`config.mk`:
```
export PLATFORM = sky130hd
export DESIGN_NAME = lap_scheduler_flat
export DESIGN_NICKNAME = d
export VERILOG_FILES = /design/src/rtl/lap_scheduler_pkg.sv /design/src/rtl/lap_scheduler_if.sv /design/src/rtl/lap_regfile.sv /design/src/rtl/lap_scheduler.sv /design/src/flat_wrapper.sv
export SDC_FILE = /design/constraint.sdc
export NUM_CORES = 1
export LEC_CHECK = 0
export BUFFER_PORTS_ARGS = -buffer_cell sky130_fd_sc_hd__buf_2
export CORE_ASPECT_RATIO = 0.6
export CORE_UTILIZATION = 65
export CTS_BUF_LIST = sky130_fd_sc_hd__clkbuf_8
export DETAILED_ROUTE_END_ITERATION = 10
export PLACE_DENSITY = 0.9
export RECOVER_POWER = 25
export SYNTH_ARGS = -nofsm -noshare
export SYNTH_HDL_FRONTEND = slang
export SYNTH_HIERARCHICAL = 1
export SYNTH_SLANG_ARGS = --single-unit
export TNS_END_PERCENT = 30
```
`constraint.sdc`:
```
create_clock -name clock -period 4.1 [get_ports clock]
set_input_delay 0.205 -clock clock [delete_from_list [all_inputs] [get_ports clock]]
set_output_delay 0.205 -clock clock [all_outputs]
set_load 0.1 [all_outputs]
```
`src/rtl/lap_scheduler_pkg.sv`:
```
// Shared types and constants for the lap scheduler: FSM encoding, timestamp layout, packing helper.
// No logic; latency and backpressure are not applicable.
package lap_scheduler_pkg;

    typedef enum logic [2:0] {
        ST_IDLE    = 3'd0,
        ST_SYNC    = 3'd1,
        ST_CAPTURE = 3'd2,
        ST_NOTIFY  = 3'd3,
        ST_CLEAR   = 3'd4
    } state_t;

    localparam int TS_W_DEF = 28;
    localparam int UNIT_W   = 7;

    // Unit field positions, counted in UNIT_W-bit fields from the LSB.
    localparam int M_SEC  = 0;
    localparam int SECOND = 1;
    localparam int MINUTE = 2;
    localparam int HOUR   = 3;

    function automatic logic [TS_W_DEF-1:0] ts_pack(input logic [UNIT_W-1:0] hour,
                                                    input logic [UNIT_W-1:0] minute,
                                                    input logic [UNIT_W-1:0] second,
                                                    input logic [UNIT_W-1:0] msec);
        logic [TS_W_DEF-1:0] ts;
        ts = '0;
        ts[HOUR*UNIT_W   +: UNIT_W] = hour;
        ts[MINUTE*UNIT_W +: UNIT_W] = minute;
        ts[SECOND*UNIT_W +: UNIT_W] = second;
        ts[M_SEC*UNIT_W  +: UNIT_W] = msec;
        return ts;
    endfunction

endpackage

```
`src/rtl/lap_scheduler_if.sv`:
```
// Lap scheduler control/LCD bundle; master drives requests and LCD ready, slave is the scheduler.
// Pure wiring; the LCD side uses a req/ready handshake.
interface lap_scheduler_if
    import lap_scheduler_pkg::*;
#(
    parameter int DEPTH = 8,
    parameter int TS_W  = TS_W_DEF
);
    localparam int IW = $clog2(DEPTH);

    logic            lap_req;
    logic            clear_req;
    logic            recall_next;
    logic [TS_W-1:0] timestamp;
    logic            reg_busy;
    logic            lcd_ready;
    logic            lcd_req;
    logic [IW-1:0]   lcd_index;
    logic [TS_W-1:0] lcd_data;
    logic [IW-1:0]   recall_index;
    logic [TS_W-1:0] recall_data;
    logic [IW:0]     lap_count;
    logic            full;
    logic            busy;

    modport master (
        output lap_req, clear_req, recall_next, timestamp, reg_busy, lcd_ready,
        input  lcd_req, lcd_index, lcd_data, recall_index, recall_data, lap_count, full, busy
    );

    modport slave (
        input  lap_req, clear_req, recall_next, timestamp, reg_busy, lcd_ready,
        output lcd_req, lcd_index, lcd_data, recall_index, recall_data, lap_count, full, busy
    );

endinterface

```
`src/rtl/lap_regfile.sv`:
```
// DEPTH x TS_W slot storage, one synchronous write port and two asynchronous read ports.
// Write lands on the next edge, reads are combinational; no backpressure.
module lap_regfile
    import lap_scheduler_pkg::*;
#(
    parameter int DEPTH = 8,
    parameter int TS_W  = TS_W_DEF,
    localparam int IW   = $clog2(DEPTH)
) (
    input  logic            clock,
    input  logic            reset_n,
    input  logic            we,
    input  logic [IW-1:0]   waddr,
    input  logic [TS_W-1:0] wdata,
    input  logic [IW-1:0]   raddr_a,
    output logic [TS_W-1:0] rdata_a,
    input  logic [IW-1:0]   raddr_b,
    output logic [TS_W-1:0] rdata_b
);

    logic [TS_W-1:0] mem [DEPTH];

    always_ff @(posedge clock or negedge reset_n) begin
        if (!reset_n) begin
            for (int i = 0; i < DEPTH; i++) mem[i] <= '0;
        end else if (we) begin
            mem[waddr] <= wdata;
        end
    end

    assign rdata_a = mem[raddr_a];
    assign rdata_b = mem[raddr_b];

endmodule

```
`src/rtl/lap_scheduler.sv`:
```
// Captures lap timestamps into a circular buffer, offers each to the LCD, supports recall and clear.
// Capture 2 cycles after lap_req when reg_busy low; LCD offer held until lcd_ready, one pending lap merged.
module lap_scheduler
    import lap_scheduler_pkg::*;
#(
    parameter int DEPTH = 8,
    parameter int TS_W  = TS_W_DEF
) (
    input  logic            clock,
    input  logic            reset_n,
    lap_scheduler_if.slave  bus
);

    localparam int IW = $clog2(DEPTH);
    localparam int CW = IW + 1;

    state_t          state, state_nxt;
    logic [IW-1:0]   wr_ptr, clr_cnt, lcd_idx, recall_idx;
    logic [CW-1:0]   lap_cnt;
    logic            pending;
    logic            we;
    logic [IW-1:0]   waddr;
    logic [TS_W-1:0] wdata;
    logic            clr_last;

    assign clr_last = (state == ST_CLEAR) && (clr_cnt == IW'(DEPTH - 1));

    // Clear has priority everywhere outside CLEAR; in CAPTURE the write still completes.
    always_comb begin
        state_nxt = state;
        unique case (state)
            ST_IDLE:    if (bus.clear_req)                  state_nxt = ST_CLEAR;
                        else if (bus.lap_req || pending)    state_nxt = ST_SYNC;
            ST_SYNC:    if (bus.clear_req)                  state_nxt = ST_CLEAR;
                        else if (!bus.reg_busy)             state_nxt = ST_CAPTURE;
            ST_CAPTURE: if (bus.clear_req)                  state_nxt = ST_CLEAR;
                        else                                state_nxt = ST_NOTIFY;
            ST_NOTIFY:  if (bus.clear_req)                  state_nxt = ST_CLEAR;
                        else if (bus.lcd_ready)             state_nxt = ST_IDLE;
            ST_CLEAR:   if (clr_last)                       state_nxt = ST_IDLE;
            default:                                        state_nxt = ST_IDLE;
        endcase
    end

    always_comb begin
        we    = (state == ST_CAPTURE) || (state == ST_CLEAR);
        waddr = (state == ST_CAPTURE) ? wr_ptr : clr_cnt;
        wdata = (state == ST_CAPTURE) ? bus.timestamp : '0;
    end

    always_ff @(posedge clock or negedge reset_n) begin
        if (!reset_n) begin
            state      <= ST_IDLE;
            wr_ptr     <= '0;
            clr_cnt    <= '0;
            lcd_idx    <= '0;
            recall_idx <= '0;
            lap_cnt    <= '0;
            pending    <= 1'b0;
        end else begin
            state <= state_nxt;

            if (state == ST_CAPTURE) begin
                wr_ptr  <= wr_ptr + IW'(1);
                lcd_idx <= wr_ptr;
                if (lap_cnt != CW'(DEPTH)) lap_cnt <= lap_cnt + CW'(1);
            end

            if (state == ST_CLEAR) clr_cnt <= clr_cnt + IW'(1);
            else                   clr_cnt <= '0;

            if (clr_last) begin
                wr_ptr     <= '0;
                lap_cnt    <= '0;
                recall_idx <= '0;
            end else if (bus.recall_next && (lap_cnt != '0) && (state != ST_CLEAR)) begin
                if ({1'b0, recall_idx} + CW'(1) == lap_cnt) recall_idx <= '0;
                else                                      recall_idx <= recall_idx + IW'(1);
            end

            if (bus.clear_req && (state != ST_CLEAR))               pending <= 1'b0;
            else if (state == ST_IDLE)                              pending <= 1'b0;
            else if ((state != ST_CLEAR) && bus.lap_req)            pending <= 1'b1;
        end
    end

    lap_regfile #(.DEPTH(DEPTH), .TS_W(TS_W)) u_regfile (
        .clock   (clock),
        .reset_n (reset_n),
        .we      (we),
        .waddr   (waddr),
        .wdata   (wdata),
        .raddr_a (lcd_idx),
        .rdata_a (bus.lcd_data),
        .raddr_b (recall_idx),
        .rdata_b (bus.recall_data)
    );

    assign bus.lcd_req      = (state == ST_NOTIFY);
    assign bus.lcd_index    = lcd_idx;
    assign bus.recall_index = recall_idx;
    assign bus.lap_count    = lap_cnt;
    assign bus.full         = (lap_cnt == CW'(DEPTH));
    assign bus.busy         = (state != ST_IDLE);

endmodule

```
`src/flat_wrapper.sv`:
```
// flat-port wrapper written by rule: the top's interface ports become plain ports
module lap_scheduler_flat import lap_scheduler_pkg::*;
#(
    parameter int DEPTH = 8,
    parameter int TS_W  = TS_W_DEF
)
  (clock, reset_n, bus_lap_req, bus_clear_req, bus_recall_next, bus_timestamp, bus_reg_busy, bus_lcd_ready, bus_lcd_req, bus_lcd_index, bus_lcd_data, bus_recall_index, bus_recall_data, bus_lap_count, bus_full, bus_busy);
  lap_scheduler_if #(.DEPTH(DEPTH), .TS_W(TS_W)) bus_i ();
  input  logic clock;
  input  logic reset_n;
  input wire logic [$bits(bus_i.lap_req)-1:0] bus_lap_req;
  input wire logic [$bits(bus_i.clear_req)-1:0] bus_clear_req;
  input wire logic [$bits(bus_i.recall_next)-1:0] bus_recall_next;
  input wire logic [$bits(bus_i.timestamp)-1:0] bus_timestamp;
  input wire logic [$bits(bus_i.reg_busy)-1:0] bus_reg_busy;
  input wire logic [$bits(bus_i.lcd_ready)-1:0] bus_lcd_ready;
  output wire logic [$bits(bus_i.lcd_req)-1:0] bus_lcd_req;
  output wire logic [$bits(bus_i.lcd_index)-1:0] bus_lcd_index;
  output wire logic [$bits(bus_i.lcd_data)-1:0] bus_lcd_data;
  output wire logic [$bits(bus_i.recall_index)-1:0] bus_recall_index;
  output wire logic [$bits(bus_i.recall_data)-1:0] bus_recall_data;
  output wire logic [$bits(bus_i.lap_count)-1:0] bus_lap_count;
  output wire logic [$bits(bus_i.full)-1:0] bus_full;
  output wire logic [$bits(bus_i.busy)-1:0] bus_busy;
  assign bus_i.lap_req = bus_lap_req;
  assign bus_i.clear_req = bus_clear_req;
  assign bus_i.recall_next = bus_recall_next;
  assign bus_i.timestamp = bus_timestamp;
  assign bus_i.reg_busy = bus_reg_busy;
  assign bus_i.lcd_ready = bus_lcd_ready;
  assign bus_lcd_req = bus_i.lcd_req;
  assign bus_lcd_index = bus_i.lcd_index;
  assign bus_lcd_data = bus_i.lcd_data;
  assign bus_recall_index = bus_i.recall_index;
  assign bus_recall_data = bus_i.recall_data;
  assign bus_lap_count = bus_i.lap_count;
  assign bus_full = bus_i.full;
  assign bus_busy = bus_i.busy;
  lap_scheduler #(.DEPTH(DEPTH), .TS_W(TS_W)) u_core (.clock(clock), .reset_n(reset_n), .bus(bus_i));
endmodule
```
==> metrics.csv <==
stage,metric,value,unit
place,Placed Cells,1158,
synthesis,Mapped Cells,829,
sta,final slew viol count,86,
cts,sinks on the clock net,244,
cts,register clock-pin slew on the reported worst setup and hold paths,0.07,ns
status,failing checks,"max-capacitance violations, max-slew violations",
floorplan,Die Ht,112,microns
power_and_ir_drop,sw frac,33.4,%
floorplan,FP Rows,39,
power_and_ir_drop,Seq pwr share,43.5,%
sta,crit path time final,3.12,ns
floorplan,Die W,185,microns
power_and_ir_drop,Lkg Pwr,7.14,nW
synthesis,Synth cell types,42,
setup_path,CP Data Arrival Time,2.91,ns
drt,Initial DRC Count,703,
drt,post-route ant nets,0,
place,placer congestion estimate,0.836,
floorplan,Core Region,19300,sq um
power_and_ir_drop,Pint,4.17,mW
job,number of max-cap violations,1,
power_and_ir_drop,combinational group share of total power,23.0,%
floorplan,effective utilization at floorplan,67.4,%
power_and_ir_drop,Worst VDD drop,405,uV
sta,Final Cycle Share,76.0,%
synthesis,"flops & latches, synth",244,
setup_path,CP Max Fanout,35,
drt,wire per inst,24.6,microns
place,Placed Area,13700,sq um
final_layout,P&R area growth vs syn,11.5,%
final_layout,final core occ,75.1,%
cts,clk buf depth,3,
place,hpwl dp,18.7,mm
sta,RSZ-0062 raised after global routing,no,
setup_path,Critical Path Max Stage Delay,0.84,ns
final_layout,n_diodes,0,
place,Buffers on Ports,103,
synthesis,Mean Syn Cell Area,15.7,sq um
synthesis,sequential area share after synthesis,46.9,%
sta,worst-margin pin slew,2.10,ns
setup_path,Setup Crit Path Kind,reg2out,
setup_path,crit path cell chain,buf_12 -> mux4_2 -> mux2_2 -> buf_2,
final_layout,cell area after layout,14500,sq um
global_routing,vias in the first global route,8653,
synthesis,async set or reset register ratio after synthesis,100,%
cts,cts bufs inserted,38,
synthesis,Main synth FF type,dfrtp_1,
drt,DRC,0,
final_layout,"non-filler cells, final",1228,
drt,Initial DRT Pass Iterations,4,
status,status,"complete, but fails checks",
synthesis,Post-synth EDFFs,0,
drt,Vias,8103,
setup_path,Startpoint Class,flip-flop,
sta,Worst slew margin,-39.9,%
sta,Setup Skew,0.0366,ns
sta,Final Hold Vio Count,0,
hold_path,Hold Path Class,in2reg,
cts,CTS tree,done,
cts,worst skew pair latency,0.54,ns
power_and_ir_drop,Psw,2.09,mW
setup_path,WP data required,3.89,ns
floorplan,I/O Pins,104,
power_and_ir_drop,Total Power,6.26,mW
sta,Fin Setup TNS,0,ns
final_layout,share of post-route cells with drive strength above 1,51.2,%
power_and_ir_drop,Clk pwr share,33.5,%
synthesis,Mapped Nets,870,
drt,"wirelength, routed",30.3,mm
power_and_ir_drop,pwr dens,431,nW/um^2
setup_path,CP max stage cell,dfrtp_4,
cts,H-tree depth,2,
floorplan,die area,20600,sq um
sta,Setup-failing EPs final,0,
synthesis,Syn. warnings,6,
global_routing,GR Util All Layers,31.2,%
synthesis,Netlist Area Pre-Place,13000,sq um
final_layout,fin nets,975,
global_routing,first-pass GRT wire length,48.5,mm
setup_path,CP endpoint kind,primary output,
sta,Max Freq,0.321,GHz
global_routing,GRT overflow,0,
global_routing,initial antenna violation count,0,
global_routing,largest net degree at the start of global routing,128,
drt,DR vias/cell,6.60,
cts,root buf cell,clkbuf_8,
cell families (layout without fill, tap and decap cells):
family	after synthesis	count (layout)	share of synthesized area, %
AO/OA/AOI/OAI	17	17	0.817
XOR/XNOR	8	8	0.538
adder cells (fa/ha/maj)	6	6	0.577
buffers and inverters	67	200	3.09
flip-flops	244	244	46.9
multiplexers	392	392	43.7
AND/OR/NAND/NOR	95	95	4.39
registers in the layout (all words and copies together), names as in the netlist:
signal and flops:
u_core/bus.lap_count 4, u_core/bus.lcd_index 3, u_core/bus.recall_index 3, u_core/clr_cnt 3
u_core/pending 1, u_core/state 3, u_core/u_regfile/mem 224, u_core/wr_ptr 3
Yosys cell counts, types with 2 or more instances:
cell type	count	area, sq um
or3_1	3	18.8
mux2_2	185	2080
and2_1	31	194
ha_1	6	75.1
mux4_2	109	2450
clkbuf_2	3	15.0
mux2_1	95	1070
buf_6	10	113
buf_4	9	67.6
dfrtp_1	244	6110
xnor2_1	4	35.0
nor3_1	5	25.0
nand3b_1	3	22.5
mux4_1	3	78.8
nand2_1	24	90.1
inv_1	6	22.5
a21oi_1	6	30.0
buf_2	30	150
nand3_1	3	15.0
clkbuf_1	9	33.8
and4bb_1	3	37.5
nor2_1	8	30.0
xor2_1	4	35.0
o21ai_0	2	10.0
nor3b_2	3	37.5
o22ai_1	2	12.5
nand4b_1	4	35.0
metal layers:
metal	up-vias	wire length (microns)	global-route usage, %
met4	0	684	9.59
met1	4330	13200	44.4
met3	63	2050	7.33
met5	-	0	0
li1	3403	-	-
met2	307	14400	48.6
layout make-up:
| cell class | count | area, sq um |
|---|---|---|
| inverter | 6 | 22.5 |
| sequential | 244 | 6120 |
| clock inverter | 20 | 119 |
| tap | 266 | 333 |
| fill | 1181 | 4800 |
| clock buffer | 48 | 661 |
| multi-input combinational | 518 | 6520 |
| timing repair buffer | 126 | 751 |
power by group through the flow:
stage / Clock, mW / Sequential [mW] / Combinational, mW
final: 2.10 / 2.72 / 1.44
after global routing: 2.24 / 2.75 / 1.52
after CTS: 2.12 / 2.73 / 1.45
after detailed placement: 0 / 2.77 / 1.44
after global placement: 0 / 2.76 / 1.41
after floorplan: 0 / 2.67 / 1.17
worst max-delay path: cells and delay by family (launching register included):
family	cells	cell delay, ns
buffers and inverters	2	0.64
DFF	1	0.84
muxes	2	0.86
final timing paths:
path                                                  from                         to  slack (ns)  depth (start not counted)
worst max-delay path            u_core/bus.recall_index[0]        bus_recall_data[10]        0.98                          4
worst min-delay path                           bus_lap_req             u_core/pending        0.03                          3
worst max register to register             u_core/state[1]   u_core/u_regfile/mem[91]        1.02                          7
worst min register to register           u_core/clr_cnt[0]          u_core/clr_cnt[0]        0.48                          1
max in group asynchronous                          reset_n   u_core/u_regfile/mem[98]        1.11                          3
min in group asynchronous                          reset_n  u_core/u_regfile/mem[218]        0.38                          2
metrics by stage:
stage / setup WS (ns) / hold slack [ns]
2_1_floorplan: 1.18 / -0.0906
3_3_place_gp: 1.18 / 0.390
3_5_place_dp: 1.07 / 0.387
4_1_cts: 0.930 / 0.0107
5_1_grt: 0.546 / 0.0387
6_report: 0.983 / 0.0259
cells in the final DEF, fill, tap and decap left out, types with 14 or more instances in the layout:
cell / instances
and2_1: 30
buf_2: 102
buf_4: 16
clkbuf_8: 48
dfrtp_1: 239
inv_1: 14
mux2_1: 95
mux2_2: 185
mux4_2: 109
nand2_1: 24
repair_timing:
item,CTS,global route
gates resized for setup,0,0
buffers inserted,0,0
hold buffers,2,0
hold endpoints to repair,129,0
No activity file was read; power rests on OpenSTA's default activity.
